**config.mk**
```make
export PLATFORM = sky130hd
export DESIGN_NAME = cache_miss_handler
export DESIGN_NICKNAME = d
export VERILOG_FILES = /design/src/rtl/cache_pkg.sv /design/src/rtl/sat_counter.sv /design/src/rtl/cache_miss_handler.sv
export SDC_FILE = /design/constraint.sdc
export NUM_CORES = 1
export LEC_CHECK = 0
export CAP_MARGIN = 15
export CORE_AREA = 3 3 111 113
export DETAILED_ROUTE_END_ITERATION = 12
export DIE_AREA = 0 0 114 116
export PLACE_DENSITY_LB_ADDON = 0.12
export SLEW_MARGIN = 30
export SYNTH_ARGS = -nofsm -noshare
export SYNTH_HDL_FRONTEND = slang
export SYNTH_SLANG_ARGS = --single-unit
```
**constraint.sdc**
```tcl
create_clock -name clk -period 2.7 [get_ports clk]
set_input_delay 0.27 -clock clk [delete_from_list [all_inputs] [get_ports clk]]
set_output_delay 0.27 -clock clk [all_outputs]
set_load 0.03 [all_outputs]
```
**src/rtl/cache_pkg.sv**
```systemverilog
// cache_pkg
// Shared definitions for the MEM-stage data cache slice: FSM state encoding
// for the miss/write-through controller and the default datapath widths.
package cache_pkg;

   localparam int DATA_WIDTH   = 32;
   localparam int ADDR_WIDTH   = 32;
   localparam int SET_WIDTH    = 3;
   localparam int OFFSET_WIDTH = 2;   // byte offset within a 32-bit word

   typedef enum logic [2:0] {
      IDLE,
      RD_REQ,
      RD_WAIT,
      FILL,
      WR_REQ
   } miss_state_t;

endpackage

```
**src/rtl/sat_counter.sv**
```systemverilog
// sat_counter
// Up-counter that sticks at all-ones instead of wrapping.
// Ports:
//   clk   - clock, all updates on posedge
//   rst   - synchronous active-high reset, clears the count
//   inc   - add one this cycle (ignored once saturated)
//   count - current count value
module sat_counter #(
   parameter int WIDTH = 16
) (
   input  logic             clk,
   input  logic             rst,
   input  logic             inc,
   output logic [WIDTH-1:0] count
);

   logic [WIDTH-1:0] count_reg;

   always_ff @(posedge clk) begin
      if (rst) begin
         count_reg <= '0;
      end else if (inc && (count_reg != {WIDTH{1'b1}})) begin
         count_reg <= count_reg + WIDTH'(1);
      end
   end

   assign count = count_reg;

endmodule

```
**src/rtl/cache_miss_handler.sv**
```systemverilog
// cache_miss_handler
// Miss and write-through controller between the direct-mapped data cache and
// the multi-cycle data memory. Load misses stall the pipeline, fetch the word
// and fill the cache; every store is written through to memory and updates the
// cache only when it hits. Load misses are counted in a saturating counter.
// Ports:
//   clk, rst                      - clock and synchronous active-high reset
//   access_valid/access_write     - MEM stage access present / is a store
//   address, write_data           - access byte address and store data
//   cache_hit                     - cache lookup result for address
//   stall                         - combinational pipeline freeze
//   mem_req_valid/ready/write     - memory request handshake and direction
//   mem_req_addr/wdata            - word-aligned request address and data
//   mem_resp_valid/data           - one-cycle read response from memory
//   fill_en/fill_addr/fill_data   - cache write port
//   miss_count                    - saturating load-miss count
module cache_miss_handler #(
   parameter int DATA_WIDTH = cache_pkg::DATA_WIDTH,
   parameter int ADDR_WIDTH = cache_pkg::ADDR_WIDTH,
   parameter int CNT_WIDTH  = 16
) (
   input  logic                  clk,
   input  logic                  rst,
   input  logic                  access_valid,
   input  logic                  access_write,
   input  logic [ADDR_WIDTH-1:0] address,
   input  logic [DATA_WIDTH-1:0] write_data,
   input  logic                  cache_hit,
   output logic                  stall,
   output logic                  mem_req_valid,
   input  logic                  mem_req_ready,
   output logic                  mem_req_write,
   output logic [ADDR_WIDTH-1:0] mem_req_addr,
   output logic [DATA_WIDTH-1:0] mem_req_wdata,
   input  logic                  mem_resp_valid,
   input  logic [DATA_WIDTH-1:0] mem_resp_data,
   output logic                  fill_en,
   output logic [ADDR_WIDTH-1:0] fill_addr,
   output logic [DATA_WIDTH-1:0] fill_data,
   output logic [CNT_WIDTH-1:0]  miss_count
);

   import cache_pkg::*;

   miss_state_t           state_reg, state_next;
   logic [ADDR_WIDTH-1:0] addr_reg, addr_next;
   logic [DATA_WIDTH-1:0] data_reg, data_next;
   // Set for the single IDLE cycle right after a store is accepted by memory.
   // The pipeline still presents that store in this cycle (it was frozen),
   // so it must be retired here rather than started again.
   logic                  wr_done_reg, wr_done_next;
   logic                  miss_inc;
   logic                  new_access;
   logic [ADDR_WIDTH-1:0] aligned_addr;

   assign aligned_addr = {address[ADDR_WIDTH-1:OFFSET_WIDTH], {OFFSET_WIDTH{1'b0}}};
   assign new_access   = access_valid && !wr_done_reg;

   // State and datapath registers
   always_ff @(posedge clk) begin
      if (rst) begin
         state_reg   <= IDLE;
         addr_reg    <= '0;
         data_reg    <= '0;
         wr_done_reg <= 1'b0;
      end else begin
         state_reg   <= state_next;
         addr_reg    <= addr_next;
         data_reg    <= data_next;
         wr_done_reg <= wr_done_next;
      end
   end

   // Next-state and datapath update
   always_comb begin
      state_next   = state_reg;
      addr_next    = addr_reg;
      data_next    = data_reg;
      wr_done_next = 1'b0;
      case (state_reg)
         IDLE: begin
            if (new_access) begin
               if (access_write) begin
                  addr_next  = aligned_addr;
                  data_next  = write_data;
                  state_next = WR_REQ;
               end else if (!cache_hit) begin
                  addr_next  = aligned_addr;
                  state_next = RD_REQ;
               end
            end
         end
         RD_REQ: begin
            if (mem_req_ready) state_next = RD_WAIT;
         end
         RD_WAIT: begin
            // Responses are only honoured here; anything else is stale.
            if (mem_resp_valid) begin
               data_next  = mem_resp_data;
               state_next = FILL;
            end
         end
         FILL: begin
            state_next = IDLE;
         end
         WR_REQ: begin
            if (mem_req_ready) begin
               state_next   = IDLE;
               wr_done_next = 1'b1;
            end
         end
         default: begin
            state_next = IDLE;
         end
      endcase
   end

   // Outputs
   always_comb begin
      stall         = 1'b0;
      mem_req_valid = 1'b0;
      mem_req_write = 1'b0;
      fill_en       = 1'b0;
      fill_addr     = addr_reg;
      fill_data     = data_reg;
      miss_inc      = 1'b0;
      case (state_reg)
         IDLE: begin
            if (new_access) begin
               if (access_write) begin
                  stall     = 1'b1;
                  // Store hit updates the cache immediately; a miss does not allocate.
                  fill_en   = cache_hit;
                  fill_addr = address;
                  fill_data = write_data;
               end else if (!cache_hit) begin
                  stall    = 1'b1;
                  miss_inc = 1'b1;
               end
            end
         end
         RD_REQ: begin
            stall         = 1'b1;
            mem_req_valid = 1'b1;
         end
         RD_WAIT: begin
            stall = 1'b1;
         end
         FILL: begin
            stall   = 1'b1;
            fill_en = 1'b1;
         end
         WR_REQ: begin
            stall         = 1'b1;
            mem_req_valid = 1'b1;
            mem_req_write = 1'b1;
         end
         default: begin
            stall = 1'b0;
         end
      endcase
   end

   // Request fields come only from the latched registers so they stay stable
   // while the request waits for ready.
   assign mem_req_addr  = addr_reg;
   assign mem_req_wdata = data_reg;

   sat_counter #(
      .WIDTH(CNT_WIDTH)
   ) u_miss_counter (
      .clk  (clk),
      .rst  (rst),
      .inc  (miss_inc),
      .count(miss_count)
   );

endmodule

```
* After elaboration in Yosys (flattened, before gate mapping) *
Index checks and enable logic that the tools add are counted.

operators by class
  add/subtract/negate cells = 1
  equality and inequality tests = 11
  muxes and demuxes = 30
  bitwise operators = 1
  reduce and logical (&&, ||, !) cells = 11

operator list
  kind                                                              count
  32-bit 2-to-1 mux                                                 9
  32-bit case mux with 2 select lines                               1
  3-bit 2-to-1 mux                                                  6
  16-bit by 1-bit adder with 16-bit output (second input constant)  1
  16-bit != test (second input constant)                            1
  3-bit case mux with 4 select lines                                1
  1-bit 2-to-1 mux                                                  11
  2-bit != test (second input constant)                             5
  3-bit by 2-bit == test with 1-bit output (second input constant)  2
  5-bit AND reduction                                               1
  1-bit case mux with 2 select lines                                2
  2-bit OR reduction                                                2
  4-bit OR reduction                                                1
  3-bit by 1-bit == test with 1-bit output (second input constant)  1
  3-bit == test (second input constant)                             1
  3-bit logical NOT                                                 1
  3-bit != test (second input constant)                             1
  3-bit AND reduction                                               1
  1-bit logical AND                                                 2
  2-bit AND reduction                                               1
  2-bit nonzero test                                                1
  1-bit logical NOT                                                 1
  1-bit inverter                                                    1

word-level totals
  register bits = 84
  bits of input ports = 103
  output and inout bits = 148
  logic and storage cells = 59

* Logic depth before layout (Yosys ltp) *
  depth in word-level cells = 5
  gate-level depth with buffers = 7
  gate-level depth less buffers = 5

* Modules after synthesis *
Synthesis repeated with hierarchy kept, for this count alone.

second synthesis, totals
  cells, all modules = 503
  area, all modules = 4586.9 um^2

by module, submodules not included
  module              instances  cells each  area each (um^2)  sequential area each (um^2)
  cache_miss_handler  1          404         3738.6            1321.3
  sat_counter         1          99          848.3             320.3

* Worst setup path before layout *
No wires, ideal clock.

  kind = register to register
  start = register u_miss_counter.count_reg[0], in the netlist u_miss_counter.count[0]
  end = register u_miss_counter.count_reg[15], in the netlist u_miss_counter.count[15]
  setup time = 0.121 ns
  arrival time = 2.014 ns
  data required time = 2.579 ns
  slack = 0.565 ns
  stages on the path, launching flop included = 7
  path buffers = 1
  period minus slack after synthesis = 2.135 ns
  cells stage by stage = dfxtp_1 ha_1 nand3_1 nor4_1 clkbuf_1 nor4b_1 mux2_2

on the way
  word-level cells in the longest chain between the ends = 2
  elaborated cells between the ends (all ways) = 3
  classes of those cells = add/sub: 1; eq/ne: 1; reduce/logical: 1

RTL lines
  element                                                                           line               text
  start, declared                                                                   sat_counter.sv:17  logic [WIDTH-1:0] count_reg;
  start signal, assigned                                                            sat_counter.sv:23  count_reg <= count_reg + WIDTH'(1);
  branches (longest 2 deep; another with 16-bit by 1-bit adder with 16-bit output)  n/a

Several ways; the timed one is not identified.
A chain may end at the register's enable or synchronous reset.

* Worst setup path after layout *
  start = input port access_write
  end = output port fill_data[11]

on the way
  word-level cells in the longest chain between the ends = 3

RTL lines
  element                         line                       text
  start, declared                 cache_miss_handler.sv:25   input logic access_write,
  32-bit 2-to-1 mux (2 in a row)  n/a
  32-bit 2-to-1 mux               cache_miss_handler.sv:127  case (state_reg)
  end, declared                   cache_miss_handler.sv:39   output logic [DATA_WIDTH-1:0] fill_data,

Every way passes these cells.

==> summary.txt <==
STA
  – Crit path time final: 2.55 ns
  – Final Max Slew Viols: 0
  – Setup_tns: 0 ns
  – Max-slew headroom: 47.9%
  – Final Hold Fails: 0
  – Slew @ Worst Pin: 0.781 ns
  – Hold Slack: around 0.47 ns
  – Fmax: approximately 400 MHz
  – RSZ-0062 raised after global routing: no
  – Fin crit share: 94.3%
  – Layout Skew: 0.00498 ns
  – Final-report setup violation count: 0

GRT
  – First-pass GRT wire length: 23,200 um
  – Initial antenna violation count: 0
  – GRT Overall Usage: 21.5%
  – Vias in the first global route: 4,545
  – Overflow after GRT: 0
  – Pin count of the biggest net entering global routing: 59

Layout
  – Layout cells sized above 1: 22.5%
  – Diodes inserted: 0
  – Nets: 838
  – Synth-to-Final Area Change: 66.2%
  – Max reg flops: 32
  – Non-Filler Instances: 882
  – Final Core Density: 64.0%
  – Commonest cells after routing, fill and taps aside: clkdlybuf4s50_1 (225), dfxtp_1 (82), nand2_1 (70)
  – Commonest non-fill, non-tap cell in the layout: clkdlybuf4s50_1

Detailed routing
  – Post-DRT Antenna Nets: 0
  – DRC viols: 0
  – Routed wire length: 14,800 um
  – 1st-pass router iterations: 4
  – Mean number of vias per cell: around 5.2
  – Wirelength per Cell: 16.8 um
  – Via count: 4,624
  – DRT iter0 DRCs: about 220

Floorplan
  – Initial Util: around two fifths
  – Row cnt: 39
  – Chip Width: 114 um
  – Area of the core: 0.0114 mm2
  – Die height: 116 um
  – I/O pin count: 251
  – Die Area: 0.0132 mm2

Pwr
  – Peak supply drop: 0.327 mV
  – Comb pwr share: about 40%
  – Leak: 2.68 nW
  – Sequential power share: 31.8%
  – Tot Pwr: between 0.004 and 0.005 W
  – Sw frac: a little over a third
  – Pint: 0.00286 W
  – Pwr Density: 601 mW/mm2
  – Sw Pwr: 0.00153 W
  – Clk pwr share: 28.2%

Clocking
  – Num CTS Buffers: 9
  – Bufs on Longest Clock Path: 2
  – CTS Hold Bufs: 0
  – CTS sink cnt: 82
  – Clock latency on the worst-skew pair: 0.33 ns
  – H-Tree Depth: 3
  – Clk pin slew, worst setup/hold paths: around 0.06 ns
  – Root Buffer Master: clkbuf_16
  – CTS tree: yes

Synth
  – Post-synth top area cell: dfxtp_1
  – Number of synthesized register bits: around 80
  – Count of cell types in the netlist: 43
  – Share of the synthesized area in the top cell type: 37.3%
  – Mapped Cells: 497
  – Top cells by area, synth: dfxtp_1 (37%), mux2_2 (18%), a211oi_2 (8.2%), nand2_1 (6.1%), a21oi_1 (4.8%)
  – Avg Cell Area, Syn: 8.85 um2
  – Cell area after synthesis: 0.00440 mm2
  – Syn. warnings: 0
  – Sequential share of the synthesized area: 37.3%

Setup path
  – R2R Setup Slk: ~0.42 ns
  – CP Launch Type: input pin
  – RR Startpoint: state_reg[2]
  – Worst r2r dst: mem_req_wdata[9]
  – Cells on worst reg2reg path: 5
  – Setup crit end kind: output port
  – Critical path peak fanout: 41
  – Critical path arrival: 2.28 ns
  – Worst Path Required: 2.43 ns
  – Setup Crit Path Kind: in2out

Status
  – Outcome: completed

Hold path
  – Min-Delay Path Class: reg2reg
  – Hold Crit Depth: 2
  – Worst hold path startpoint: mem_req_addr[8]
  – WHS Endpoint: mem_req_addr[8]

Place
  – Half-perimeter wire length after placement: between 10,000 and 15,000 um
  – Number of buffers added on ports: 248
  – GPL Wtd Cong: 0.783
  – Placed Cells: about 870

Run
  – Max-Cap Viols: 0
stage by stage:
stage                     worst slack (ns)  instance area [um2]
after global placement               0.183                 7000
after floorplan                      0.565                 4400
after CTS                           0.0379                 7310
after detailed placement             0.152                 7000
after global routing                0.0752                 7310
final                                0.153                 7310
repair_timing:
item,in CTS,in global routing
buffers inserted,0,0
resized for setup,0,1
setup endpoints to repair,0,38
power by group through the flow:
stage	Sequential [W]	Clock, W	Combinational (W)
final	0.00140	0.00124	0.00176
after floorplan	0.00159	0	0.000854
after CTS	0.00140	0.00127	0.00177
after global placement	0.00142	0	0.00174
after global routing	0.00141	0.00132	0.00187
after detailed placement	0.00142	0	0.00177
how the worst max path moves through the flow:
stage,cells after the start,slack [ns],end,startpoint
floorplan,6,0.57,u_miss_counter.count[15],u_miss_counter.count[0]
CTS,5,0.04,fill_addr[20],state_reg[2]
global route,5,0.08,fill_data[10],state_reg[2]
global placement,6,0.18,fill_data[10],access_write
finish,6,0.15,fill_data[11],access_write
detailed placement,6,0.15,fill_addr[20],access_write
per-layer routing:
layer / up-vias / part of all wire, % / GRT usage (%)
li1: 2288 / - / -
met1: 2183 / 40 / 25.5
met2: 138 / 53 / 39.4
met3: 15 / 6.2 / 4.60
met4: 0 / 1.2 / 5.86
met5: - / 0 / 0
cell families (layout without fill, tap and decap cells):
| group | Yosys count | count (layout) | share of synthesized area (%) |
|---|---|---|---|
| AOI/OAI and AO/OA | 122 | 122 | 21.0 |
| other | 1 | 2 | 0.0852 |
| buffers and inverters | 46 | 287 | 4.80 |
| muxes | 69 | 69 | 17.7 |
| adders and majority gates | 1 | 1 | 0.284 |
| xor gates and xnor gates | 1 | 1 | 0.199 |
| and+or+nand+nor | 175 | 175 | 18.6 |
| DFF | 82 | 82 | 37.3 |
critical path: stages:
cell and delay (ns):
clkdlybuf4s50_1 0.46, and3b_1 0.23, nand2_2 0.08, buf_12 0.23
mux2_2 0.37, clkdlybuf4s50_1 0.60
Yosys cell counts:
| master | instances |
|---|---|
| dfxtp_1 | 82 |
| nand2_1 | 71 |
| mux2_2 | 69 |
| nor2_1 | 44 |
| a21oi_1 | 42 |
| clkbuf_1 | 35 |
| o22ai_1 | 31 |
| a211oi_2 | 29 |
| nand3_1 | 9 |
| nor2b_1 | 8 |
| nor3_1 | 6 |
| nor4_1 | 6 |
| o21ai_0 | 6 |
| o31ai_1 | 6 |
| or4_1 | 6 |
| nand4_1 | 5 |
| buf_6 | 4 |
| and3_1 | 3 |
| inv_1 | 3 |
| or3_1 | 3 |
| a211oi_1 | 2 |
| and4_1 | 2 |
| buf_4 | 2 |
| nor4b_1 | 2 |
| o21a_1 | 2 |
| or2_2 | 2 |
| a2111oi_4 | 1 |
| a221oi_1 | 1 |
| a311oi_1 | 1 |
| and2_1 | 1 |
| and3b_1 | 1 |
| and4b_1 | 1 |
| buf_1 | 1 |
| buf_2 | 1 |
| conb_1 | 1 |
| ha_1 | 1 |
| nand2b_1 | 1 |
| nand3b_1 | 1 |
| nor3b_1 | 1 |
| o31a_1 | 1 |
| or3b_1 | 1 |
| or3b_2 | 1 |
| xnor2_1 | 1 |
final cells by class:
type,count,area [um2]
clock inverters,5,52.6
inverters,3,11.3
multi-input cells,370,2570
repair buffers,268,2600
well taps,143,179
fillers,991,4110
flip-flops and latches,82,1640
clock buffers,11,253
Power figures use the tool's default switching activity.
